<file path="config.mk">
export PLATFORM = sky130hd
export DESIGN_NAME = debouncer
export DESIGN_NICKNAME = d
export VERILOG_FILES = /design/src/rtl/debounce_pkg.sv /design/src/rtl/sync_2ff.sv /design/src/rtl/debouncer.sv
export SDC_FILE = /design/constraint.sdc
export NUM_CORES = 1
export LEC_CHECK = 0
export BUFFER_PORTS_ARGS = -buffer_cell sky130_fd_sc_hd__buf_4
export CORE_AREA = 4 4 41 43
export CTS_CLUSTER_DIAMETER = 200
export DETAILED_ROUTE_END_ITERATION = 8
export DIE_AREA = 0 0 45 47
export SLEW_MARGIN = 20
export SYNTH_ARGS = -nofsm -noshare
export SYNTH_HDL_FRONTEND = slang
export SYNTH_SLANG_ARGS = --single-unit
</file>
<file path="constraint.sdc">
create_clock -name clk -period 1.3 [get_ports clk]
set_input_delay 0.065 -clock clk [delete_from_list [all_inputs] [get_ports clk]]
set_output_delay 0.065 -clock clk [all_outputs]
set_load 0.03 [all_outputs]
</file>
<file path="src/rtl/debounce_pkg.sv">
// Shared definitions for the push-button / switch debouncer.
package debounce_pkg;

   // Filter FSM states: two settled levels and two qualification windows.
   typedef enum logic [1:0] {
      ST_LO   = 2'd0,
      WAIT_HI = 2'd1,
      ST_HI   = 2'd2,
      WAIT_LO = 2'd3
   } state_t;

   // Synchronized samples a new level must hold before it is accepted.
   localparam int DEFAULT_STABLE_CYCLES = 32'd4;

endpackage

</file>
<file path="src/rtl/sync_2ff.sv">
// Two-flop synchronizer for bringing any asynchronous level into the clk domain.
module sync_2ff (
   input  logic clk,
   input  logic rst,
   input  logic d,
   output logic q
);

   logic s1_d, s1_q;
   logic s2_d, s2_q;

   // Next values: shift the raw input through the two stages.
   always_comb begin
      s1_d = d;
      s2_d = s1_q;
   end

   // Synchronizer stages, cleared asynchronously.
   always_ff @(posedge clk or posedge rst) begin
      if (rst) begin
         s1_q <= 1'b0;
         s2_q <= 1'b0;
      end else begin
         s1_q <= s1_d;
         s2_q <= s2_d;
      end
   end

   assign q = s2_q;

endmodule

</file>
<file path="src/rtl/debouncer.sv">
// Debouncer: synchronizes a raw button line and accepts a new level only after
// it has been seen on STABLE_CYCLES+1 consecutive synchronized samples. The
// settled level and one-cycle rise/fall strobes are all driven from flops.
module debouncer
   import debounce_pkg::*;
#(
   parameter  int STABLE_CYCLES = DEFAULT_STABLE_CYCLES,
   localparam int CNT_W         = $clog2(STABLE_CYCLES)
) (
   input  logic clk,
   input  logic rst,
   input  logic btn,
   output logic q,
   output logic rise,
   output logic fall
);

   localparam logic [CNT_W-1:0] CNT_LAST = CNT_W'(STABLE_CYCLES - 1);
   localparam logic [CNT_W-1:0] CNT_ONE  = CNT_W'(1);

   logic             btn_sync;
   state_t           state_d, state_q;
   logic [CNT_W-1:0] cnt_d, cnt_q;
   logic             q_d, q_q;
   logic             rise_d, rise_q;
   logic             fall_d, fall_q;

   sync_2ff u_sync (
      .clk (clk),
      .rst (rst),
      .d   (btn),
      .q   (btn_sync)
   );

   // Next-state logic: strobes default low; any mismatching sample during a
   // window aborts it, and the counter is cleared whenever a window is left.
   always_comb begin
      state_d = state_q;
      cnt_d   = cnt_q;
      q_d     = q_q;
      rise_d  = 1'b0;
      fall_d  = 1'b0;
      case (state_q)
         ST_LO: begin
            cnt_d = '0;
            if (btn_sync) begin
               state_d = WAIT_HI;
            end else begin
               state_d = ST_LO;
            end
         end
         WAIT_HI: begin
            if (!btn_sync) begin
               state_d = ST_LO;
               cnt_d   = '0;
            end else if (cnt_q == CNT_LAST) begin
               state_d = ST_HI;
               cnt_d   = '0;
               q_d     = 1'b1;
               rise_d  = 1'b1;
            end else begin
               cnt_d = cnt_q + CNT_ONE;
            end
         end
         ST_HI: begin
            cnt_d = '0;
            if (!btn_sync) begin
               state_d = WAIT_LO;
            end else begin
               state_d = ST_HI;
            end
         end
         WAIT_LO: begin
            if (btn_sync) begin
               state_d = ST_HI;
               cnt_d   = '0;
            end else if (cnt_q == CNT_LAST) begin
               state_d = ST_LO;
               cnt_d   = '0;
               q_d     = 1'b0;
               fall_d  = 1'b1;
            end else begin
               cnt_d = cnt_q + CNT_ONE;
            end
         end
         default: begin
            state_d = ST_LO;
            cnt_d   = '0;
            q_d     = 1'b0;
         end
      endcase
   end

   // State, counter and registered outputs, cleared asynchronously.
   always_ff @(posedge clk or posedge rst) begin
      if (rst) begin
         state_q <= ST_LO;
         cnt_q   <= '0;
         q_q     <= 1'b0;
         rise_q  <= 1'b0;
         fall_q  <= 1'b0;
      end else begin
         state_q <= state_d;
         cnt_q   <= cnt_d;
         q_q     <= q_d;
         rise_q  <= rise_d;
         fall_q  <= fall_d;
      end
   end

   assign q    = q_q;
   assign rise = rise_q;
   assign fall = fall_q;

endmodule

</file>
==> impl_metrics.yaml <==
power:
  netSwitchingFraction: 0.2925
  internal_power_mw: 0.5389
  ir_drop_mv: 0.9761
  combPwrFrac: 0.211
  clkPwrFrac: 0.267
  leakagePower_nw: 0.2199
  power_density_nw_per_um2: 1801
  switchingPower_mw: 0.2227
  seqPwrFrac: 0.522
setup_path:
  critPathLaunchType: "flip-flop"
  path_max_fanout: 4
  cp_data_arrival_time_ns: 1.23
  critPathMaxStageDelay_ns: 0.36
  crit_buf_inv: 0
  cp_cell_sequence: "ha_1 > nand2_1 > o31ai_1 > o21ai_0"
  required_ns: 1.43
  critPathKind: "flip-flop to flip-flop"
  cp_top_family: "flip-flops"
  end_kind: "flip-flop"
  slowest_stage: "dfrtp_1"
sta:
  whs_ns: 0.3189
  setup_viol: 0
  rsz0062_at_grt: "no"
  fmax_mhz: 907.1
  drv_slew: 0
  min_period_ns: 1.102
  max-slew-margin-rel: 0.7825
  hold_violations: 0
  tns_ns: 0
  tightest_slew_ns: 0.3258
  timing.final.crit_share: 0.8480
  skew_ns: 0.0007900
clock_tree:
  cts_tree: "built"
  postCtsSetupBuffers: 0
  htree_levels: 1
  insertion_delay_ns: 0.25
  numCtsBuffers: 3
  clk_pin_slew_ns: 0.06
  cts_resized: 0
  cts_buffer_depth: 2
  clock_sinks: 9
  root_buffer: "clkbuf_4"
routing:
  highest_layer: "met4"
  vias: 201
  detail-route-antenna-nets: 0
  viasPerCell: 3.941
  drc_errors: 0
  drtIter0Drc: 1
  wl_met1_um: 173
  finalWirelength_um: 435
  dr_wl_met2_um: 220
  post_drt_wl_per_cell_um: 8.529
  firstDrtPassIters: 2
  met3WireLength_um: 21
yosys:
  synth-seq-cells: 9
  synthDistinctLibCells: 13
  syn_area_um2: 320.3
  synth_cells: 25
  synth-seq-area-share: 0.7031
  synthTopCellsByArea: "dfrtp_1 70%, nand2_1 4.7%, ha_1 3.9%"
  avgSynthCellArea_um2: 12.81
  ys_warn_count: 0
  yosys.area.top_type: "dfrtp_1"
  syn_nets: 29
  synth_top_area_frac: 0.7031
cells_and_area:
  instances_no_fill: 51
  seqCellArea_um2: 225.2
  final_common_cell: "dfrtp_1"
  final_cell_mix: "9 x dfrtp_1, 5 x buf_4, 4 x nand2_1"
  syn_to_final_growth_pct: 32.03
  fin_nets: 41
  drive_gt1_frac: 0.3056
  n_antenna_cell: 0
  multi_input_area_um2: 87.58
  nFillCells: 138
die:
  rows: 13
  coreArea_um2: 1301
  boundaryPins: 6
  die_w_um: 45
  start_util: 0.2462
  die_area_um2: 2115
  fp.dieH_um: 47
global_route:
  grt_pass1_vias: 212
  grt_max_degree: 10
  antenna_found_initial: 0
  grt-ovfl-total: 0
  grt.total_usage: 0.05831
  grt_pass1_wl_um: 807
placed_design:
  place.gp.congestion: 0.7597
  dp_hpwl_um: 357.9
  port_buffers: 5
  place_inst: 45
min_path:
  hold_class: "input port to async pin"
job:
  maxCapViolCount: 0
run_status:
  status: "complete, no violations"
[cell families (layout without fill, tap and decap cells)]
kind of cell	count (synthesis)	in the layout	synth area share
simple gates	10	10	0.1679
flops	9	9	0.7031
compound gates	2	2	0.03906
buf+inv	2	13	0.02345
fa+ha+maj	1	1	0.03906
xor+xnor	1	1	0.02735
[synth_stat cells]
library cell and count:
inv_1 2, ha_1 1, and2_2 1, nand3_1 1, and3_2 1, nor3_2 1, dfrtp_1 9, o21ai_0 1
nor3_1 1, nand2_1 4, o31ai_1 1, nor2_1 1, xor2_1 1
[final timing paths]
check | start | endpoint | slack, ns | cells after the start
min in group clk | u_sync.s1_q$_DFF_PP0_ | u_sync.q$_DFF_PP0_ | 0.36 | 0
min | rst | u_sync.q$_DFF_PP0_ | 0.32 | 3
max reg2reg | cnt_q[0]$_DFF_PP0_ | q$_DFFE_PP0P_ | 0.20 | 4
max | cnt_q[0]$_DFF_PP0_ | q$_DFFE_PP0P_ | 0.20 | 4
max in group asynchronous | rst | q$_DFFE_PP0P_ | 0.74 | 3
min reg2reg | u_sync.s1_q$_DFF_PP0_ | u_sync.q$_DFF_PP0_ | 0.36 | 0
[power by group through the flow]
stage	Clock, mW	Sequential (mW)	Combinational (mW)
6_report	0.204	0.397	0.161
3_5_place_dp	0	0.402	0.158
4_1_cts	0.213	0.397	0.165
3_3_place_gp	0	0.399	0.153
5_1_grt	0.226	0.407	0.181
2_1_floorplan	0	0.418	0.0911
[metrics by stage]
step	power, mW	instance area (um2)	utilization	setup WS, ns
finish	0.7616	422.9	0.3250	0.1976
global route	0.8133	422.9	0.3250	0.1057
CTS	0.7749	422.9	0.3250	0.1873
detailed placement	0.5597	376.6	0.2894	0.2027
global placement	0.5517	376.6	0.2894	0.2218
floorplan	0.5093	320.3	-	0.2773
[area by class of cell]
class | instances | area share
clock buffers | 4 | 0.06213
inverters | 2 | 0.01775
multi-input cells | 14 | 0.2071
flip-flops and latches | 9 | 0.5325
well taps | 15 | 0.04438
repair buffers | 7 | 0.1361
[worst min-delay path: stages]
cell           delay, ns
dlygate4sd3_1       0.53
buf_4               0.13
inv_1               0.25
[repair_timing]
action                                 in CTS  in global routing
setup endpoints to repair                   0                  0
hold buffers                                2                  0
endpoints found under the hold margin      10                  0
[routing by layer]
layer | GRT usage | up-vias
li1 | - | 104
met1 | 0.04695 | 90
met2 | 0.09887 | 5
met3 | 0.03448 | 2
met4 | 0.05263 | 0
met5 | 0 | -
Note: power is estimated with default switching activity, not from simulation.
